**config.mk**
```make
export PLATFORM = sky130hd
export DESIGN_NAME = decoder_scan_n
export DESIGN_NICKNAME = d
export VERILOG_FILES = /design/src/rtl/decoder_scan_n.sv
export SDC_FILE = /design/constraint.sdc
export NUM_CORES = 1
export LEC_CHECK = 0
export BUFFER_PORTS_ARGS = -buffer_cell sky130_fd_sc_hd__buf_2
export CAP_MARGIN = 40
export CORE_MARGIN = 4
export CORE_UTILIZATION = 57
export CTS_CLUSTER_DIAMETER = 80
export DETAILED_ROUTE_END_ITERATION = 7
export GPL_TIMING_DRIVEN = 0
export PLACE_DENSITY = 0.79
export SYNTH_ARGS = -nofsm -noshare
export SYNTH_HDL_FRONTEND = slang
export SYNTH_SLANG_ARGS = --single-unit
```
**constraint.sdc**
```tcl
create_clock -name clk -period 2.55 [get_ports clk]
set_clock_uncertainty 0.2 [all_clocks]
set_input_delay 0.3825 -clock clk [delete_from_list [all_inputs] [get_ports clk]]
set_output_delay 0.3825 -clock clk [all_outputs]
set_load 0.02 [all_outputs]
```
**src/rtl/decoder_scan_n.sv**
```systemverilog
// ---------------------------------------------------------------------------
// decoder_scan_n
// Registered N-to-2^N one-hot decoder with an autonomous LED-matrix scan mode.
//   direct mode (mode=0): out <= onehot(sel), index <= sel, every cycle.
//   scan mode   (mode=1): walks every line, holding each for dwell+1 cycles,
//                         followed by BLANK_CYCLES all-zero cycles; the first
//                         cycle of line 0 raises frame_start.
// Ports:
//   clk          rising-edge clock
//   rst          asynchronous active-low reset
//   ena          block enable (0 forces IDLE, out=0, index held)
//   mode         0 = direct decode, 1 = scan
//   sel[N]       line select (direct mode only)
//   dwell[DW]    scan hold time minus one, sampled at each line start
//   out[2^N]     one-hot line drive or all zeros (registered)
//   index[N]     line currently driven (registered)
//   frame_start  one-cycle pulse on the first cycle of line 0 (registered)
// ---------------------------------------------------------------------------
module decoder_scan_n #(
    parameter int unsigned N            = 3,
    parameter int unsigned DWELL_W      = 8,
    parameter int unsigned BLANK_CYCLES = 1
) (
    input  logic                 clk,
    input  logic                 rst,
    input  logic                 ena,
    input  logic                 mode,
    input  logic [N-1:0]         sel,
    input  logic [DWELL_W-1:0]   dwell,
    output logic [(1<<N)-1:0]    out,
    output logic [N-1:0]         index,
    output logic                 frame_start
);

    localparam int unsigned LINES   = 1 << N;
    localparam int unsigned BLANK_W = 8;
    localparam bit          HAS_BLANK = (BLANK_CYCLES != 0);
    // Blank counter counts down to zero, so it is loaded with length-1.
    localparam logic [BLANK_W-1:0] BLANK_LOAD =
        BLANK_W'((BLANK_CYCLES > 0) ? (BLANK_CYCLES - 1) : 0);

    typedef enum logic [1:0] {
        S_IDLE   = 2'd0,
        S_DIRECT = 2'd1,
        S_ACTIVE = 2'd2,
        S_BLANK  = 2'd3
    } state_t;

    // One-hot expansion of a line number.
    function automatic logic [LINES-1:0] onehot(input logic [N-1:0] line);
        logic [LINES-1:0] v;
        v       = '0;
        v[line] = 1'b1;
        return v;
    endfunction

    state_t               r_state;
    logic [LINES-1:0]     r_out;
    logic [N-1:0]         r_index;
    logic                 r_frame_start;
    logic [DWELL_W-1:0]   r_dwell_cnt;
    logic [BLANK_W-1:0]   r_blank_cnt;

    state_t               w_state;
    logic [LINES-1:0]     w_out;
    logic [N-1:0]         w_index;
    logic                 w_frame_start;
    logic [DWELL_W-1:0]   w_dwell_cnt;
    logic [BLANK_W-1:0]   w_blank_cnt;
    logic [N-1:0]         w_next_index;
    logic                 w_start;
    logic                 w_advance;

    // Wrap from 2^N-1 to 0 falls out of the N-bit addition.
    assign w_next_index = r_index + N'(1);

    // Next-state and next-output logic.
    always_comb begin
        w_state       = r_state;
        w_out         = '0;
        w_index       = r_index;
        w_frame_start = 1'b0;
        w_dwell_cnt   = r_dwell_cnt;
        w_blank_cnt   = r_blank_cnt;
        w_start       = 1'b0;
        w_advance     = 1'b0;

        if (!ena) begin
            // Enable low wins over any mode change.
            w_state = S_IDLE;
        end else if (!mode) begin
            w_state = S_DIRECT;
            w_out   = onehot(sel);
            w_index = sel;
        end else begin
            case (r_state)
                S_ACTIVE: begin
                    if (r_dwell_cnt == '0) begin
                        if (HAS_BLANK) begin
                            w_state     = S_BLANK;
                            w_blank_cnt = BLANK_LOAD;
                        end else begin
                            w_advance = 1'b1;
                        end
                    end else begin
                        w_dwell_cnt = r_dwell_cnt - DWELL_W'(1);
                        w_out       = onehot(r_index);
                    end
                end
                S_BLANK: begin
                    if (r_blank_cnt == '0) begin
                        w_advance = 1'b1;
                    end else begin
                        w_blank_cnt = r_blank_cnt - BLANK_W'(1);
                    end
                end
                // Entry from IDLE or DIRECT always restarts the frame.
                default: w_start = 1'b1;
            endcase
        end

        if (w_start) begin
            w_state       = S_ACTIVE;
            w_index       = '0;
            w_out         = onehot(N'(0));
            w_dwell_cnt   = dwell;
            w_frame_start = 1'b1;
        end

        // Dwell is sampled only here, so a mid-line change hits the next line.
        if (w_advance) begin
            w_state       = S_ACTIVE;
            w_index       = w_next_index;
            w_out         = onehot(w_next_index);
            w_dwell_cnt   = dwell;
            w_frame_start = (w_next_index == '0);
        end
    end

    // State and output registers.
    always_ff @(posedge clk or negedge rst) begin
        if (!rst) begin
            r_state       <= S_IDLE;
            r_out         <= '0;
            r_index       <= '0;
            r_frame_start <= 1'b0;
            r_dwell_cnt   <= '0;
            r_blank_cnt   <= '0;
        end else begin
            r_state       <= w_state;
            r_out         <= w_out;
            r_index       <= w_index;
            r_frame_start <= w_frame_start;
            r_dwell_cnt   <= w_dwell_cnt;
            r_blank_cnt   <= w_blank_cnt;
        end
    end

    assign out         = r_out;
    assign index       = r_index;
    assign frame_start = r_frame_start;

endmodule

```
==> metrics.txt, run 1 <==
CP Data Required Time between 2 and 3 ns; Post-synth top flop dfrtp_1; Vias approximately 1800; hold slack 0.0796 ns; sequential share of the synthesized area 0.374; area delta synth->final 12.9%; WS Path Type reg2reg; switching pwr 0.471 mW; final setup vio count 0; setup bufs post-CTS 0; worst vdd ir 0.000396 V; Final nets roughly 270; first-pass GRT wire length 7.85 mm; CP max stage cell dfrtp_1; startpoint types register; post-DR vias/cell 6.20; Iter 0 DRT Violations 114; Hold Vio Cnt, Final 0; share of the synthesized area in the top cell type 0.374; Syn. warnings 0; largest family of logic cells by synthesized area compound AO/OA/AOI/OAI gates; IO Port Bufs 26; mapped cell area 0.00201 mm2; IO Pins 27; status finished, final reports clean; clock latency on the worst-skew pair ~0.34 ns; #FFs+latches synth 30; Mean Syn Cell Area 9.55 um2; crit-path cells inv_1, ha_1, nor2b_1, nand4_1, mux2i_1, mux2_1; simple-gate share of the synthesized area 0.216; distinct cell type count after synthesis 66; Adder-Cell Fraction of Synth Area 0.0374; Total Neg Setup Slack 0 ns; Post-synth EDFFs 0; Slew Limit Fails 0; share of cells above drive strength 1 0.212; vias in the first global route 1692; worst stage delay on the critical path 0.40 ns; switch share 0.366; syn nets 231; Starting Density 0.596; Crit. End Element register; FILL cells 297; Worst Tran Pin Value between 0.6 and 0.7 ns; r2r startpoint r_blank_cnt[0]; CTS tree yes; row cnt 21; clk sinks 30; routability congestion estimate 0.921; n_diodes 0; Crit. Startpoint r_blank_cnt[0]; global route total overflow 0; synth top area cells dfrtp_1, ha_1, o21ai_0, nand2_1, nor3_1; post-route minimum period 2.32 ns; achievable frequency roughly 430 MHz; Setup crit end index[1]; die area 0.00453 mm2; multiplexer share of the synthesized area 0.0212; Int Power between 0.8 and 0.9 mW; routed length per instance 16.2 um; Post-Route WL 4.73 mm; Post-synth ARST share 1.00; RSZ-0062 raised after global routing false; Post-DRT Antenna Nets 0; Clock power frac 0.231; synthesized instance count 210; Power Dens Cells between 500 and 600 mW/mm2; hold crit path type in2reg; Rel. slew slack 0.541; reg2reg path depth 6; Post-DP HPWL between 3 and 4 mm; H-tree depth 2; worst reg-to-reg setup slack about 0.23 ns; combinational share of power 0.303; r2r endpoint index[1]; sequential share of power 0.466; Synth Area in XOR/XNOR 0.00873; leakage power 0.965 nW; total track usage 0.232; MaxCap Viol Count 0; compound-gate portion of the synthesized area 0.297; DRC viols 0; Pre-Repair DR Iteration Count 4; TritonCTS Buffers 5; Yosys top cell by area dfrtp_1; Reg clk slew, reported paths around 0.1 ns; Die Ht slightly below 70 um; number of antenna violations at the first check in global routing 0; area of the core around 0.0034 mm2; Worst Hold Depth 3; CTS Root Cell clkbuf_4; worst-path fanout max 6; WP data arrival 2.35 ns; largest net degree at the start of global routing 31; die width 67.3 um; Final period util 0.909; largest buffer count on any clock path 2
cells in the final DEF (no fill, tap or decap), types with 3 or more instances in the layout:
cell	n
o21ai_1	5
clkbuf_1	4
o31a_1	5
ha_1	6
nand3_1	9
clkbuf_4	5
o22ai_1	3
nand2b_1	3
nor2_1	9
a32o_1	3
o2bb2ai_1	3
o21ai_0	14
buf_2	27
dfrtp_1	30
nand4_1	4
inv_1	13
nor3_1	10
a31oi_1	4
nor2b_1	4
nand2_1	15
a22o_1	3
a21oi_1	6
o221a_1	3
final cells by class:
class,count,area [um2],share of cell area
Multi-Input combinational cell,160,1160,0.515
Sequential cell,30,751,0.332
Clock buffer,7,55.1,0.0243
Timing Repair Buffer,27,140,0.0619
Inverter,14,52.6,0.0232
Tap cell,46,57.6,0.0254
Clock inverter,1,5.00,0.00221
Buffer,6,37.5,0.0166
critical path: cells and delay by family, from the launching register on:
kind	cells	cell delay, ns
flops	1	0.40
fa+ha+maj	1	0.26
mux	2	0.51
buf+inv	1	0.12
simple gates	2	0.73
cell families after synthesis:
logic type	after synthesis
adder cells (fa/ha/maj)	6
buffers and inverters	20
XOR/XNOR	2
flip-flops	30
AO/OA/AOI/OAI	75
multiplexers	4
AND/OR/NAND/NOR	73
how the worst min path moves through the flow:
| stage | startpoint | to |
|---|---|---|
| after floorplan | rst | frame_start |
| after global placement | rst | out[6] |
| after detailed placement | rst | out[4] |
| after CTS | dwell[5] | r_dwell_cnt[5] |
| after global routing | dwell[5] | r_dwell_cnt[5] |
| final | dwell[5] | r_dwell_cnt[5] |
flip-flops by register name, indices dropped and copies added (netlist names):
| name | cells |
|---|---|
| out | 8 |
| r_blank_cnt | 8 |
| r_dwell_cnt | 8 |
| index | 3 |
| r_state | 2 |
| frame_start | 1 |
cells in the mapped netlist (all sizes together) (3+ instances only):
cell type and n:
a22o 3, nand4 4, a21oi 7, a311oi 4, nor2 9, nor4 3, ha 6, clkbuf 4
inv 13, nand3 9, o21ai 20, nor3 10, o31a 5, nor2b 4, a32o 3, dfrtp 30
nand2b 3, o2bb2ai 3, nand2 16, o22ai 3, o221a 3, a31oi 4
routing by layer:
metal / up-vias / global-route usage / wire length, um / share of wire
met5: - / 0 / 0 / 0
met1: 850 / 0.303 / 2120 / 0.45
met3: 8 / 0.0582 / 274 / 0.058
met2: 56 / 0.367 / 2250 / 0.48
li1: 891 / - / - / -
met4: 0 / 0.0962 / 86 / 0.018
through the flow:
| step | setup WS, ns | std cells | util | power, mW | instance area (um2) |
|---|---|---|---|---|---|
| 4_1_cts | 0.254 | 291 | 0.673 | 1.29 | 2260 |
| 2_1_floorplan | 0.496 | 210 | - | 0.883 | 2010 |
| 3_3_place_gp | 0.282 | 282 | 0.652 | 0.986 | 2190 |
| 3_5_place_dp | 0.262 | 282 | 0.652 | 0.991 | 2190 |
| 6_report | 0.232 | 291 | 0.673 | 1.28 | 2260 |
| 5_1_grt | 0.114 | 291 | 0.673 | 1.38 | 2260 |
power by group through the flow:
stage	logic (mW)	clock network [mW]	registers, mW
3_5_place_dp	0.385	0	0.606
2_1_floorplan	0.277	0	0.606
5_1_grt	0.438	0.330	0.608
3_3_place_gp	0.382	0	0.604
6_report	0.389	0.296	0.599
4_1_cts	0.387	0.309	0.597
timing repair:
item	4_1_cts	5_1_grt
hold buffers	1	0
endpoints found under the hold margin	30	0
resized for setup	0	0
Note: power is estimated with default switching activity, not from simulation.
==> run 2, diff against run 1 <==
--- a/config.mk
+++ b/config.mk
@@ -12,6 +12,7 @@
 export CTS_CLUSTER_DIAMETER = 80
 export DETAILED_ROUTE_END_ITERATION = 7
 export GPL_TIMING_DRIVEN = 0
+export HOLD_SLACK_MARGIN = 0.15
 export PLACE_DENSITY = 0.79
 export SYNTH_ARGS = -nofsm -noshare
 export SYNTH_HDL_FRONTEND = slang
==> run 2 against run 1 <==
- maximum frequency increased by 0.36%
- combinational power increased by 2%
- cell count increased by 1.7%
- wire length increased by 1.5%
- cell area increased by 2.2%
- global-route usage increased by 0.70 points
- via count increased by 0.44%
- hold slack improved by 0.088 ns
- die area unchanged
==> metrics.txt, run 2 (synthesis gave the netlist of run 1 again) <==
CP Data Required Time 2.58 ns (about the same); DRC viols 0 (unchanged); clock latency on the worst-skew pair 0.34 ns (about the same); vias in the first global route 1741 (+2.9%); H-tree depth 2 (unchanged); row cnt 21 (unchanged); Post-DRT Antenna Nets 0 (unchanged); worst vdd ir 0.000397 V (+0.22%); WS Path Type reg2reg; Starting Density 0.596 (unchanged); # resized after CTS 0 (unchanged); number of antenna violations at the first check in global routing 0 (unchanged); area of the core 0.00336 mm2 (unchanged); MaxCap Viol Count 0 (unchanged); Post-Route WL 4.80 mm (+1.5%); TritonCTS Buffers 5 (unchanged); routability congestion estimate 0.921 (unchanged); Clock power frac 0.232 (about the same); die width 67.3 um (unchanged); switching pwr 0.475 mW (+0.92%); Vias 1813 (+0.44%); status finished, final reports clean; area of the multi-input gates 0.00116 mm2 (unchanged); WP data arrival 2.34 ns (about the same); Int Power 0.819 mW (+0.62%); DP Cell Count 282 (unchanged); combinational share of power 0.306 (+0.003); CTS tree yes; Final period util 0.906 (-0.00329); worst-path fanout max 6 (unchanged); startpoint types register; first-pass GRT wire length 8.07 mm (+2.8%); Iter 0 DRT Violations 147 (+29%); post-route cell area 0.00231 mm2 (+2.2%); Rel. slew slack 0.549 (+0.00778); commonest cells after routing, fill and taps aside dfrtp_1, buf_2, nand2_1; final setup vio count 0 (unchanged); hold crit path type in2reg; area delta synth->final 15.3%; post-route minimum period 2.31 ns (-0.00838 ns); Total Neg Setup Slack 0 ns (unchanged); global route total overflow 0 (unchanged); achievable frequency 433 MHz (+0.36%); Crit. End Element register; Cell Area, Placed 0.00219 mm2 (unchanged); Post-DP HPWL 3.48 mm (unchanged); switch share 0.367 (+0.000682); Die Ht 67.3 um (unchanged); non-filler instance count after layout 296 (+1.7%); register area 751 um2 (unchanged); top flop regs out (8), r_blank_cnt (8), r_dwell_cnt (8); die area 0.00453 mm2 (unchanged); clk sinks 30 (unchanged); CTS Root Cell clkbuf_4; largest net degree at the start of global routing 31 (unchanged); sequential share of power 0.463 (-0.003); total track usage 0.239 (+0.00703); Reg clk slew, reported paths 0.10 ns (about the same); post-DR vias/cell 6.13 (-1.3%); largest buffer count on any clock path 2 (unchanged); Worst Tran Pin Value 0.676 ns (-0.0117 ns); RSZ-0062 raised after global routing false; Hold Vio Cnt, Final 0 (unchanged); Pwr Total 1.29 mW (+0.73%); Slew Limit Fails 0 (unchanged); Pre-Repair DR Iteration Count 4 (unchanged); Final nets 270 (+1.9%); hold slack 0.167 ns (+0.0878 ns); commonest non-fill, non-tap cell in the layout dfrtp_1; leakage power 0.986 nW (+2.2%); IO Port Bufs 26 (unchanged); routed length per instance 16.2 um (-0.21%); share of cells above drive strength 1 0.208 (-0.00424); n_diodes 0 (unchanged); IO Pins 27 (unchanged); Power Dens Cells 559 mW/mm2 (-1.4%); FILL cells 290 (-2.4%)
## run 2: cell count changes in the layout (fill, tap and decap cells not counted), sizes merged
cell and delta:
dlygate4sd3 +5
## run 2: final timing paths
kind / startpoint / endpoint / slack, ns / cells after the start
max: r_blank_cnt[0] / index[1] / 0.24 / 6
max reg2reg: r_blank_cnt[0] / index[1] / 0.24 / 6
min: dwell[6] / r_dwell_cnt[6] / 0.17 / 3
max in group asynchronous: rst / r_blank_cnt[0] / 1.31 / 2
min in group asynchronous: rst / out[3] / 0.40 / 2
min reg2reg: r_blank_cnt[6] / r_blank_cnt[6] / 0.36 / 1
## run 2: layout make-up
cell class              instances  share of cell area
plain buffers                   6              0.0162
clock buffers                   7              0.0238
clock inverters                 1             0.00216
inverters                      14              0.0227
multi-input cells             160               0.504
flip-flops and latches         30               0.324
well taps                      46              0.0249
repair buffers                 32              0.0822
## run 2: worst max-delay path, stage by stage (launching register included)
cell and delay [ns]:
dfrtp_1 0.40, inv_1 0.12, ha_1 0.26, nor2b_1 0.39, nand4_1 0.32, mux2i_1 0.20
mux2_1 0.31
## run 2: stage by stage
step | worst slack [ns] | util
global route | 0.114 | 0.688
global placement | 0.282 | 0.652
detailed placement | 0.262 | 0.652
CTS | 0.254 | 0.688
finish | 0.240 | 0.688
floorplan | 0.496 | -
## run 2: metal layers
| metal | GRT usage | vias up | wire length, um |
|---|---|---|---|
| met5 | 0 | - | 0 |
| met4 | 0.104 | 0 | 97 |
| met3 | 0.0599 | 9 | 304 |
| met2 | 0.379 | 67 | 2250 |
| met1 | 0.310 | 838 | 2140 |
| li1 | - | 899 | - |
## run 2: what timing repair did
action | in CTS | in global routing
buffers inserted | 0 | 0
endpoints found under the setup margin | 0 | 0
endpoints found under the hold margin | 35 | 0
hold buffers | 6 | 0
## run 2: power by group through the flow
stage | registers, mW | logic, mW | clock network (mW)
finish | 0.598 | 0.396 | 0.300
global route | 0.608 | 0.446 | 0.330
CTS | 0.597 | 0.393 | 0.309
detailed placement | 0.606 | 0.385 | 0
global placement | 0.604 | 0.382 | 0
floorplan | 0.606 | 0.277 | 0
